$ cat src/rtl/gshare_branch_predictor_if.sv
// Fetch/predict/update bundle between the fetch stage, execute and the gshare predictor.
// The predictor is the slave side; the pipeline (or a bench) drives it through the master modport.
interface gshare_branch_predictor_if #(
  parameter int XLEN         = 32,
  parameter int HISTORY_BITS = 8
);
  logic                    init_done;
  logic                    fetch_valid;
  logic [XLEN-1:0]         fetch_pc;
  logic                    pred_taken;
  logic [XLEN-1:0]         pred_target;
  logic [HISTORY_BITS-1:0] pred_ghr;
  logic                    update_valid;
  logic [XLEN-1:0]         update_pc;
  logic                    update_taken;
  logic [XLEN-1:0]         update_target;
  logic [HISTORY_BITS-1:0] update_ghr;
  logic                    update_mispredict;

  modport master (
    input  init_done, pred_taken, pred_target, pred_ghr,
    output fetch_valid, fetch_pc, update_valid, update_pc, update_taken,
           update_target, update_ghr, update_mispredict
  );

  modport slave (
    output init_done, pred_taken, pred_target, pred_ghr,
    input  fetch_valid, fetch_pc, update_valid, update_pc, update_taken,
           update_target, update_ghr, update_mispredict
  );
endinterface

$ cat src/rtl/gshare_branch_predictor.sv
// Gshare direction predictor with speculative global history, mispredict repair and a PHT init sweep.
// Optional direct-mapped BTB enabled by defining GSHARE_BTB_EN; otherwise target is always fetch_pc+4.
module gshare_branch_predictor #(
  parameter int         XLEN           = 32,
  parameter int         PHT_INDEX_BITS = 8,
  parameter int         HISTORY_BITS   = 8,
  parameter int         BTB_INDEX_BITS = 4,
  parameter logic [1:0] COUNTER_INIT   = 2'b01
) (
  input logic                      clk,
  input logic                      rst_n,
  gshare_branch_predictor_if.slave bp
);

  localparam int PHT_ENTRIES = 1 << PHT_INDEX_BITS;

  localparam logic [0:0] ST_INIT  = 1'b0;
  localparam logic [0:0] ST_READY = 1'b1;

  logic [0:0]                state_q, state_d;
  logic [PHT_INDEX_BITS-1:0] init_idx_q, init_idx_d;
  logic [HISTORY_BITS-1:0]   ghr_q, ghr_d;
  logic [1:0]                pht_q [PHT_ENTRIES];

  logic                      ready;
  logic [PHT_INDEX_BITS-1:0] fetch_idx;
  logic [PHT_INDEX_BITS-1:0] upd_idx;
  logic [1:0]                fetch_ctr;
  logic [1:0]                upd_ctr;
  logic [1:0]                upd_ctr_nxt;
  logic [XLEN-1:0]           pc_plus4;
  logic                      dir_taken;
  logic [XLEN-1:0]           taken_target;

  assign ready     = (state_q == ST_READY);
  assign fetch_idx = bp.fetch_pc[PHT_INDEX_BITS+1:2] ^ PHT_INDEX_BITS'(ghr_q);
  assign upd_idx   = bp.update_pc[PHT_INDEX_BITS+1:2] ^ PHT_INDEX_BITS'(bp.update_ghr);
  assign fetch_ctr = pht_q[fetch_idx];
  assign upd_ctr   = pht_q[upd_idx];
  assign pc_plus4  = bp.fetch_pc + XLEN'(4);

  always_comb begin
    upd_ctr_nxt = upd_ctr;
    if (bp.update_taken) begin
      if (upd_ctr != 2'b11) upd_ctr_nxt = upd_ctr + 2'b01;
    end else begin
      if (upd_ctr != 2'b00) upd_ctr_nxt = upd_ctr - 2'b01;
    end
  end

`ifdef GSHARE_BTB_EN
  localparam int BTB_ENTRIES = 1 << BTB_INDEX_BITS;
  localparam int TAG_BITS    = XLEN - BTB_INDEX_BITS - 2;

  logic [BTB_ENTRIES-1:0]    btb_vld_q;
  logic [TAG_BITS-1:0]       btb_tag_q [BTB_ENTRIES];
  logic [XLEN-1:0]           btb_tgt_q [BTB_ENTRIES];
  logic [BTB_INDEX_BITS-1:0] fetch_btb_idx;
  logic [BTB_INDEX_BITS-1:0] upd_btb_idx;
  logic                      btb_hit;
  logic                      btb_wr;

  assign fetch_btb_idx = bp.fetch_pc[BTB_INDEX_BITS+1:2];
  assign upd_btb_idx   = bp.update_pc[BTB_INDEX_BITS+1:2];
  assign btb_hit       = btb_vld_q[fetch_btb_idx] &&
                         (btb_tag_q[fetch_btb_idx] == bp.fetch_pc[XLEN-1:BTB_INDEX_BITS+2]);
  assign btb_wr        = ready && bp.update_valid && bp.update_taken;
  assign dir_taken     = btb_hit && fetch_ctr[1];
  assign taken_target  = btb_tgt_q[fetch_btb_idx];

  always_ff @(posedge clk or negedge rst_n) begin
    if (!rst_n) begin
      btb_vld_q <= '0;
    end else if (btb_wr) begin
      btb_vld_q[upd_btb_idx] <= 1'b1;
    end
  end

  // Tag/target payload needs no reset: the valid bit gates every use.
  always_ff @(posedge clk) begin
    if (btb_wr) begin
      btb_tag_q[upd_btb_idx] <= bp.update_pc[XLEN-1:BTB_INDEX_BITS+2];
      btb_tgt_q[upd_btb_idx] <= bp.update_target;
    end
  end
`else
  assign dir_taken    = fetch_ctr[1];
  assign taken_target = pc_plus4;
`endif

  assign bp.init_done   = ready;
  assign bp.pred_taken  = ready && dir_taken;
  assign bp.pred_target = bp.pred_taken ? taken_target : pc_plus4;
  assign bp.pred_ghr    = ghr_q;

  always_comb begin
    state_d    = state_q;
    init_idx_d = init_idx_q;
    ghr_d      = ghr_q;
    if (!ready) begin
      init_idx_d = init_idx_q + PHT_INDEX_BITS'(1);
      if (init_idx_q == '1) state_d = ST_READY;
    end else if (bp.update_valid && bp.update_mispredict) begin
      // Repair rebuilds history from the snapshot the branch was predicted with.
      ghr_d = HISTORY_BITS'({bp.update_ghr, bp.update_taken});
    end else if (bp.fetch_valid) begin
      ghr_d = HISTORY_BITS'({ghr_q, bp.pred_taken});
    end
  end

  always_ff @(posedge clk or negedge rst_n) begin
    if (!rst_n) begin
      state_q    <= ST_INIT;
      init_idx_q <= '0;
      ghr_q      <= '0;
    end else begin
      state_q    <= state_d;
      init_idx_q <= init_idx_d;
      ghr_q      <= ghr_d;
    end
  end

  // Counters are not reset; the sweep after every reset rewrites all of them.
  always_ff @(posedge clk) begin
    if (!ready) begin
      pht_q[init_idx_q] <= COUNTER_INIT;
    end else if (bp.update_valid) begin
      pht_q[upd_idx] <= upd_ctr_nxt;
    end
  end

  logic unused_ok;
  assign unused_ok = ^{bp.update_pc, bp.update_target};

endmodule

$ cat src/flat_wrapper.sv
// flat-port wrapper written by rule: the top's interface ports become plain ports
module gshare_branch_predictor_flat 
#(
  parameter int         XLEN           = 32,
  parameter int         PHT_INDEX_BITS = 8,
  parameter int         HISTORY_BITS   = 8,
  parameter int         BTB_INDEX_BITS = 4,
  parameter logic [1:0] COUNTER_INIT   = 2'b01
)
  (clk, rst_n, bp_init_done, bp_pred_taken, bp_pred_target, bp_pred_ghr, bp_fetch_valid, bp_fetch_pc, bp_update_valid, bp_update_pc, bp_update_taken, bp_update_target, bp_update_ghr, bp_update_mispredict);
  gshare_branch_predictor_if #(.XLEN(XLEN), .HISTORY_BITS(HISTORY_BITS)) bp_i ();
  input logic clk;
  input logic rst_n;
  output wire logic [$bits(bp_i.init_done)-1:0] bp_init_done;
  output wire logic [$bits(bp_i.pred_taken)-1:0] bp_pred_taken;
  output wire logic [$bits(bp_i.pred_target)-1:0] bp_pred_target;
  output wire logic [$bits(bp_i.pred_ghr)-1:0] bp_pred_ghr;
  input wire logic [$bits(bp_i.fetch_valid)-1:0] bp_fetch_valid;
  input wire logic [$bits(bp_i.fetch_pc)-1:0] bp_fetch_pc;
  input wire logic [$bits(bp_i.update_valid)-1:0] bp_update_valid;
  input wire logic [$bits(bp_i.update_pc)-1:0] bp_update_pc;
  input wire logic [$bits(bp_i.update_taken)-1:0] bp_update_taken;
  input wire logic [$bits(bp_i.update_target)-1:0] bp_update_target;
  input wire logic [$bits(bp_i.update_ghr)-1:0] bp_update_ghr;
  input wire logic [$bits(bp_i.update_mispredict)-1:0] bp_update_mispredict;
  assign bp_init_done = bp_i.init_done;
  assign bp_pred_taken = bp_i.pred_taken;
  assign bp_pred_target = bp_i.pred_target;
  assign bp_pred_ghr = bp_i.pred_ghr;
  assign bp_i.fetch_valid = bp_fetch_valid;
  assign bp_i.fetch_pc = bp_fetch_pc;
  assign bp_i.update_valid = bp_update_valid;
  assign bp_i.update_pc = bp_update_pc;
  assign bp_i.update_taken = bp_update_taken;
  assign bp_i.update_target = bp_update_target;
  assign bp_i.update_ghr = bp_update_ghr;
  assign bp_i.update_mispredict = bp_update_mispredict;
  gshare_branch_predictor #(.XLEN(XLEN), .PHT_INDEX_BITS(PHT_INDEX_BITS), .HISTORY_BITS(HISTORY_BITS), .BTB_INDEX_BITS(BTB_INDEX_BITS), .COUNTER_INIT(COUNTER_INIT)) u_core (.clk(clk), .rst_n(rst_n), .bp(bp_i));
endmodule
$ cat config.mk
export PLATFORM = sky130hd
export DESIGN_NAME = gshare_branch_predictor_flat
export DESIGN_NICKNAME = d
export VERILOG_FILES = /design/src/rtl/gshare_branch_predictor_if.sv /design/src/rtl/gshare_branch_predictor.sv /design/src/flat_wrapper.sv
export SDC_FILE = /design/constraint.sdc
export NUM_CORES = 1
export LEC_CHECK = 0
export CAP_MARGIN = 5
export CORE_MARGIN = 3
export CORE_UTILIZATION = 45
export CTS_CLUSTER_SIZE = 20
export DETAILED_ROUTE_END_ITERATION = 12
export SLEW_MARGIN = 40
export SYNTH_ARGS = -nofsm -noshare
export SYNTH_HDL_FRONTEND = slang
export SYNTH_SLANG_ARGS = --single-unit
$ cat constraint.sdc
create_clock -name clk -period 17 [get_ports clk]
set_clock_uncertainty 0.05 [all_clocks]
set_input_delay 3.4 -clock clk [delete_from_list [all_inputs] [get_ports clk]]
set_output_delay 3.4 -clock clk [all_outputs]
set_load 0.005 [all_outputs]
Yosys cells after proc, flatten, opt, wreduce, memory -nomap -nowiden
Memories as Yosys holds them, arrays and structs flattened.
Index checks and enable logic that the tools add are counted.
{ "word_totals": {"register_bits": 17, "latch_bits": 0, "mem_bits_rw": 512, "mem_bits_ro": 0, "inputBits": 110, "output_inout_bits": 42, "wordCells": 32, "n_memories": 1} }
{ "op_classes": {"n_addsub": 4, "n_mul": 0, "div_mod_pow": 0, "order_cmp": 0, "eq_ne": 2, "n_shift": 0, "mux": 14, "n_bitwise": 2, "reduce_logical": 6} }
{ "mem_list": {"columns": ["name", "depth", "word_bits", "read_ports", "rd_clocked_by_memory_dff", "write_ports", "line_no", "rtl"], "rows": [
  ["u_core.pht_q", 256, 2, 2, 0, 1, "gshare_branch_predictor.sv:23", "logic [1:0] pht_q [PHT_ENTRIES];"]
]} }
{ "op_table": {"columns": ["op", "n"], "rows": [
  ["$add A32 B3 Y32 const B", 1],
  ["$mux W8", 3],
  ["$xor A8 B8 Y8", 2],
  ["$add A8 B1 Y8 const B", 1],
  ["$eq A8 B8 Y1 const B", 1],
  ["$mux W2", 4],
  ["$mux W1", 7],
  ["$reduce_bool A2 Y1", 2],
  ["$add A2 B1 Y2 const B", 1],
  ["$logic_and A1 B1 Y1", 2],
  ["$ne A2 B2 Y1 const B", 1],
  ["$reduce_and A2 Y1", 1],
  ["$reduce_or A2 Y1", 1],
  ["$sub A2 B1 Y2 const B", 1]
]} }

Longest topological paths before layout
Gate-level depths: netlist of run 1.
An unclocked memory read counts as a cell.
{ "depth": {"depth_word": 6, "depth_mapped": 13} }

Worst setup path after synthesis of run 1
No wires, ideal clock.
{ "synth_timing": {"path_type": "in2reg", "from": "input port bp_update_ghr[1]", "to": "memory u_core.pht_q[0][1], data pin", "setup_ns": 1.579, "arrival_ns": 12.275, "t_required_ns": 15.371, "path_slack_ns": 3.097, "cell_stages": 12, "path_buffers": 3, "path_cell_list": "xor2_1 buf_4 buf_2 buf_2 nand2_1 a31oi_1 nand4_1 a21oi_1 a211oi_1 nor4_2 o21ai_0 a21oi_1"} }
{ "synth_via": {"elab_chain_cells": 6, "elab_cells_between_ends": 10, "classes_between": "2 x add/sub; 1 x eq/ne; 4 x mux; 1 x bitwise; 1 x reduce/logical; 1 x memory"} }
{ "synth_lines": {"columns": ["item", "line_no", "rtl"], "rows": [
  ["start, declared", "flat_wrapper.sv:24", "input wire logic [$bits(bp_i.update_ghr)-1:0] bp_update_ghr;"],
  ["$xor A8 B8 Y8 *", "gshare_branch_predictor.sv:37", "assign upd_idx = bp.update_pc[PHT_INDEX_BITS+1:2] ^ PHT_INDEX_BITS'(bp.update_ghr);"],
  ["$mem_v2 Z256 W2 *", null, null],
  ["$sub A2 B1 Y2 (tied with other cells)", "gshare_branch_predictor.sv:47", "if (upd_ctr != 2'b00) upd_ctr_nxt = upd_ctr - 2'b01;"],
  ["$mux W2, on equally long branches", "gshare_branch_predictor.sv:47, gshare_branch_predictor.sv:45", null],
  ["$mux W2 *", "gshare_branch_predictor.sv:44", "if (bp.update_taken) begin"],
  ["$mux W2 (no source line) *", null, null],
  ["end, declared", "gshare_branch_predictor.sv:23", null]
]} }
Mark *: on every way between the ends. The rest lies on a longest branch, timed or not.

Worst setup path in the final report of run 1
{ "layout_timing": {"from": "input port bp_fetch_pc[3]", "to": "output port bp_pred_taken"} }
{ "layout_via": {"elab_chain_cells": 3} }
{ "layout_lines": {"columns": ["item", "line_no", "rtl"], "rows": [
  ["start, declared", "flat_wrapper.sv:19", "input wire logic [$bits(bp_i.fetch_pc)-1:0] bp_fetch_pc;"],
  ["$xor A8 B8 Y8", "gshare_branch_predictor.sv:36", "assign fetch_idx = bp.fetch_pc[PHT_INDEX_BITS+1:2] ^ PHT_INDEX_BITS'(ghr_q);"],
  ["$mem_v2 Z256 W2", null, null],
  ["$logic_and A1 B1 Y1", "gshare_branch_predictor.sv:92", "assign bp.pred_taken = ready && dir_taken;"],
  ["end, declared", "flat_wrapper.sv:15", "output wire logic [$bits(bp_i.pred_taken)-1:0] bp_pred_taken;"]
]} }
No other way between the ends.

==> results.cfg, run 1 <==
[floorplan]
rows = 85
fp.dieW_microns = 240
core_sq_um = 54100
io_pins = 152
dieArea_sq_um = 57800
initial_core_util = 0.457
die_y_microns = 240

[logic_synthesis]
seq_area_frac_synth = 0.639
async_flop_share = 0.0321
synth_edf_count = 512
netlist_top_cells_area = edfxtp_1, mux4_2, nor2_1, nand2_1, mux4_1
synth_cell_types = 55
syn-num-nets = 1872
yosysTopAreaCellShare = 0.621
yosys-top-cells-count = edfxtp_1, nor2_1, nand2_1, mux4_2, nand3_1
yosys.area.top_type = edfxtp_1
syn_inst = 1760
yosysMostFrequentCell = edfxtp_1
ys_warn_count = 0
ys_ff_latch = 529
syn-cell-area_sq_um = 24700
synth_area_per_cell_sq_um = 14.1
ys.flop_type = edfxtp_1

[timing]
setup_viol = 0
fmax_mhz = 85.1
max_slew_margin = 0.391
slew_violations = 0
finalHoldViolations = 0
finalCritPeriodShare = 0.691
tns_ns = 0
rsz0062_at_grt = no
finalCriticalPeriod_ns = 11.76
worst_pin_slew_ns = 0.904

[worst_setup_path]
cp-end-kind = output pin
max_stage_delay_ns = 0.69
crit_required_ns = 13.55
crit_chain = clkdlybuf4s50_1 > xor2_4 > buf_4 > buf_4 > mux4_2 > a22o_1 > a221oi_1 > mux2i_1 > a2111oi_1 > nor3_1 > a221o_1 > clkdlybuf4s50_1
worst-path-stages = 12
worstPathArrival_ns = 8.31
crit_type = primary input to output pin
critPathBufInv = 4
critPathTopFamily = buffers and inverters
start_kind = primary input
worstPathMaxFanout = 33
ff2ff_path_depth = 11
cpMaxStageDelayCell = clkdlybuf4s50_1

[cts]
cts_tree = built
htreeDepth = 2
postCtsHoldBufs = 0
insertion_delay_ns = 0.64
clk_path_buf_depth = 3
numCtsBuffers = 57
post-cts-setup-buffers = 0
cts.clk_slew.worst_paths_ns = 0.06
cts_num_sinks = 529
ctsResizeCount = 0
root_buffer = clkbuf_16

[drt]
drt_iter0_drc = 1899
viasPerCell = 6.37
wl_per_cell_microns = 29.4
first_pass_iters = 5
vias = 16500
routed_wl_microns = 76100
postRouteAntennaNets = 0
drc = 0

[worst_hold_path]
hold_depth = 1
hold_path.class = flop to flop

[place]
detailed_place.area_sq_um = 26500
portBuffers = 91
gp_congestion = 0.907
hpwl_microns = 45700

[global_routing]
grt_pass1_wl_microns = 110000
antenna_found_initial = 0
grt_usage = 0.265
grt_max_degree = 118
grt_pass1_vias = 16500
gr-total-overflow = 0

[finish]
drive_gt1_frac = 0.148
fin_area_sq_um = 28300
finalNetCount = 1964
areaGrowthSynthToFinish_pct = 14.5

[status]
status = finished, final reports clean

[run]
cap_violations = 0

[pwr]
p_per_area_nw_per_um2 = 101
total_power_uw = 2850
vdd_drop_max_v = 0.0000856
p_leak_uw = 0.00883
==> stage by stage <==
stage / cells / util / hold WS, ns / setup WS [ns]
4_1_cts: 2586 / 0.523 / 0.459 / 5.28
2_1_floorplan: 1760 / - / 0.413 / 3.10
3_5_place_dp: 2489 / 0.490 / 0.449 / 5.30
5_1_grt: 2586 / 0.523 / 0.483 / 5.11
6_report: 2587 / 0.523 / 0.467 / 5.24
3_3_place_gp: 2489 / 0.489 / 0.443 / 5.14
==> registers in the layout, indices dropped and copies added (netlist names) <==
signal	cells
u_core.init_idx_q	8
u_core.pht_q	512
u_core.bp.init_done	1
u_core.bp.pred_ghr	8
==> where the power goes <==
| group | total, uW | leakage, uW | internal [uW] | switching (uW) |
|---|---|---|---|---|
| Sequential | 1410 | 0.00472 | 1410 | 0 |
| Combinational | 252 | 0.00324 | 87.2 | 165 |
| Clock | 1190 | 0.000867 | 688 | 499 |
==> logic make-up after synthesis <==
family | share of synthesized area
flops | 0.639
compound gates | 0.0519
simple gates | 0.117
buf+inv | 0.0256
xor+xnor | 0.0231
mux | 0.143
fa+ha+maj | 0.00101
==> area by class of cell <==
class | count | area (sq um)
Fill cell | 4502 | 25800
Antenna cell | 1 | 2.50
Multi-Input combinational cell | 1114 | 8510
Sequential cell | 529 | 15800
Inverter | 5 | 18.8
Clock inverter | 26 | 245
Timing Repair Buffer | 145 | 1350
Clock buffer | 71 | 1520
Tap cell | 696 | 871
==> worst reg2reg max path: stages, from the launching register on <==
cell and delay, ns:
dfrtp_1 0.50, xor2_4 0.16, buf_4 0.54, buf_4 0.66, mux4_2 0.43, a22o_1 0.22, a221oi_1 0.26, mux2i_1 0.13
a2111oi_1 0.69, nor3_1 0.28, a221o_1 0.37, o21a_1 0.20
==> layout by cell type, fill, tap and decap left out, types with 14 or more instances in the layout <==
cell / Yosys / routed
nand4_1: 27 / 27
a21oi_1: 23 / 22
nand3_1: 74 / 74
a32oi_1: 20 / 20
a31oi_1: 27 / 27
a22oi_1: 40 / 40
xnor2_1: 35 / 29
mux4_1: 22 / 22
nor2_1: 315 / 308
dfrtp_1: 17 / 17
and3_1: 14 / 14
xor2_1: 24 / 20
buf_4: 6 / 48
clkdlybuf4s50_1: 0 / 90
mux2i_1: 36 / 36
mux4_2: 115 / 115
edfxtp_1: 512 / 512
clkbuf_16: 0 / 58
nand2_1: 249 / 243
==> worst paths after layout <==
| path | from | end | slack, ns |
|---|---|---|---|
| setup / recovery | bp_fetch_pc[3] | bp_pred_taken | 5.24 |
| hold / removal | u_core.init_idx_q[7]$_DFFE_PN0N_ | u_core.init_idx_q[7]$_DFFE_PN0N_ | 0.47 |
| setup reg to reg | u_core.bp.pred_ghr[1]$_DFFE_PN0P_ | u_core.bp.pred_ghr[0]$_DFFE_PN0P_ | 12.41 |
| hold reg to reg | u_core.init_idx_q[7]$_DFFE_PN0N_ | u_core.init_idx_q[7]$_DFFE_PN0N_ | 0.47 |
| max in group asynchronous | rst_n | u_core.init_idx_q[5]$_DFFE_PN0N_ | 13.93 |
| min in group asynchronous | rst_n | u_core.bp.pred_ghr[2]$_DFFE_PN0P_ | 2.66 |
==> layer usage <==
metal	GRT usage	share of wire
met1	0.361	0.40
met2	0.423	0.47
met3	0.0531	0.093
met4	0.103	0.038
met5	0	0
Note: power is estimated with default switching activity, not from simulation.
==> run 2, diff against run 1 <==
--- a/config.mk
+++ b/config.mk
@@ -10,6 +10,7 @@
 export CORE_UTILIZATION = 45
 export CTS_CLUSTER_SIZE = 20
 export DETAILED_ROUTE_END_ITERATION = 12
+export PLACE_DENSITY = 0.66
 export SLEW_MARGIN = 40
 export SYNTH_ARGS = -nofsm -noshare
 export SYNTH_HDL_FRONTEND = slang
==> constraint.sdc (replaced) <==
create_clock -name clk -period 10.8 [get_ports clk]
set_clock_uncertainty 0.05 [all_clocks]
set_input_delay 2.16 -clock clk [delete_from_list [all_inputs] [get_ports clk]]
set_output_delay 2.16 -clock clk [all_outputs]
set_load 0.005 [all_outputs]
==> results.cfg, run 2 (same netlist as run 1, synthesis figures left out) <==
[worst_hold_path]
hold_start = u_core.init_idx_q[6]$_DFFE_PN0N_
hold_depth = 1
hold-path-endpoint = u_core.init_idx_q[6]$_DFFE_PN0N_
hold_path.class = flop to flop

[drt]
vias = 16800
first_pass_iters = 10
drt_iter0_drc = 2272
routed_wl_microns = 75200
postRouteAntennaNets = 0
drc = 0
viasPerCell = 6.47
wl_per_cell_microns = 29.0

[finish]
layout_commonest_cell = edfxtp_1
areaGrowthSynthToFinish_pct = 14.5
most-common-layout-cells = edfxtp_1, nor2_1, nand2_1, mux4_2, clkdlybuf4s50_1
finalNetCount = 1971
multi_input_area_sq_um = 8500
diodes = 0
area.sequential_sq_um = 15800
regMostFlops = u_core.pht_q
fillers = 4394
largest_reg_flops = 512
post-route-util = 0.523
drive_gt1_frac = 0.155

[cts]
htreeDepth = 2
clk_path_buf_depth = 3
cts_tree = built
cts.clk_slew.worst_paths_ns = 0.06
root_buffer = clkbuf_16
postCtsHoldBufs = 0
numCtsBuffers = 53
cts_num_sinks = 529
ctsResizeCount = 0
post-cts-setup-buffers = 0
insertion_delay_ns = 0.62

[pwr]
total_power_uw = 4410
seqPwrFrac = 0.502
p_comb_frac = 0.090
p_per_area_nw_per_um2 = 156
netSwitchingFraction = 0.238
vdd_drop_max_v = 0.000113
p_switching_uw = 1050
clockPowerShare = 0.408
p_leak_uw = 0.00881
p_int_uw = 3360

[floorplan]
fp.dieW_microns = 240
initial_core_util = 0.457
rows = 85
dieArea_sq_um = 57800
die_y_microns = 240
io_pins = 152
core_sq_um = 54100

[worst_setup_path]
critPathBufInv = 3
critPathMostFrequentCell = clkdlybuf4s50_1
max_stage_delay_ns = 0.72
crit_required_ns = 8.59
critPathTopFamily = buffers and inverters
crit_chain = clkdlybuf4s50_1 > xor2_4 > buf_4 > mux4_2 > a22o_1 > a221oi_1 > mux2i_1 > a2111oi_0 > nor3_1 > a221o_1 > clkdlybuf4s50_1
worstPathArrival_ns = 6.80
reg2reg_slack_ns = 6.49
ff2ff_path_depth = 10
start_kind = primary input
reg2reg_from = u_core.bp.pred_ghr[0]$_DFFE_PN0P_
worstPathMaxFanout = 12
cp-end-kind = output pin
rr_endpoint = u_core.bp.pred_ghr[0]$_DFFE_PN0P_
crit_type = primary input to output pin
cpMaxStageDelayCell = clkdlybuf4s50_1

[timing]
setup_viol = 0
worst_pin_slew_ns = 0.917
rsz0062_at_grt = no
fmax_mhz = 111
tns_ns = 0
max_slew_margin = 0.387
finalCritPeriodShare = 0.834
slew_violations = 0
finalHoldViolations = 0
finalCriticalPeriod_ns = 9.01

[global_routing]
grt_usage = 0.261
gr-total-overflow = 0
antenna_found_initial = 0
grt_pass1_wl_microns = 110000
grt_pass1_vias = 16600
grt_max_degree = 199

[place]
gp_congestion = 0.918
hpwl_microns = 47500
portBuffers = 91

[run]
cap_violations = 0

[status]
status = finished, final reports clean
-- run 2: routing by layer --
layer	vias to the layer above	wire length (microns)	track usage
met2	1191	34800	0.408
li1	6978	-	-
met5	-	0	0
met3	225	9040	0.0641
met1	8399	27500	0.344
met4	0	3860	0.127
-- run 2: per-stage QoR --
step | hold WS, ns | instances | cell area (sq um) | worst slack, ns
2_1_floorplan | 0.413 | 1760 | 24700 | 1.56
3_3_place_gp | 0.433 | 2497 | 26600 | 1.80
3_5_place_dp | 0.442 | 2499 | 26600 | 1.85
4_1_cts | 0.455 | 2595 | 28300 | 1.83
5_1_grt | 0.472 | 2596 | 28300 | 1.65
6_report | 0.456 | 2596 | 28300 | 1.79
-- run 2: layout make-up --
cell class	count	area share
sequential	529	0.558
inverter	5	0.000663
clock inverter	33	0.00853
timing repair buffer	156	0.0516
tap	696	0.0307
clock buffer	63	0.0504
multi-input combinational	1114	0.300
-- run 2: worst max-delay path by stage --
stage / endpoint / slack, ns / from / depth (start not counted)
final: bp_pred_taken / 1.79 / bp_fetch_pc[2] / 11
after global routing: bp_pred_taken / 1.65 / bp_fetch_pc[2] / 10
after CTS: bp_pred_taken / 1.83 / bp_fetch_pc[2] / 11
after detailed placement: bp_pred_taken / 1.85 / bp_fetch_pc[2] / 11
after global placement: bp_pred_taken / 1.80 / bp_fetch_pc[2] / 11
after floorplan: u_core.pht_q[0][1]$_DFFE_PP_ / 1.56 / bp_update_ghr[1] / 12
-- run 2: power by group through the flow --
| stage | Sequential (uW) | Clock, uW | Combinational [uW] |
|---|---|---|---|
| after floorplan | 2260 | 0 | 225 |
| after global placement | 2260 | 0 | 383 |
| after detailed placement | 2260 | 0 | 389 |
| after CTS | 2220 | 1810 | 391 |
| after global routing | 2210 | 1900 | 414 |
| final | 2220 | 1800 | 398 |
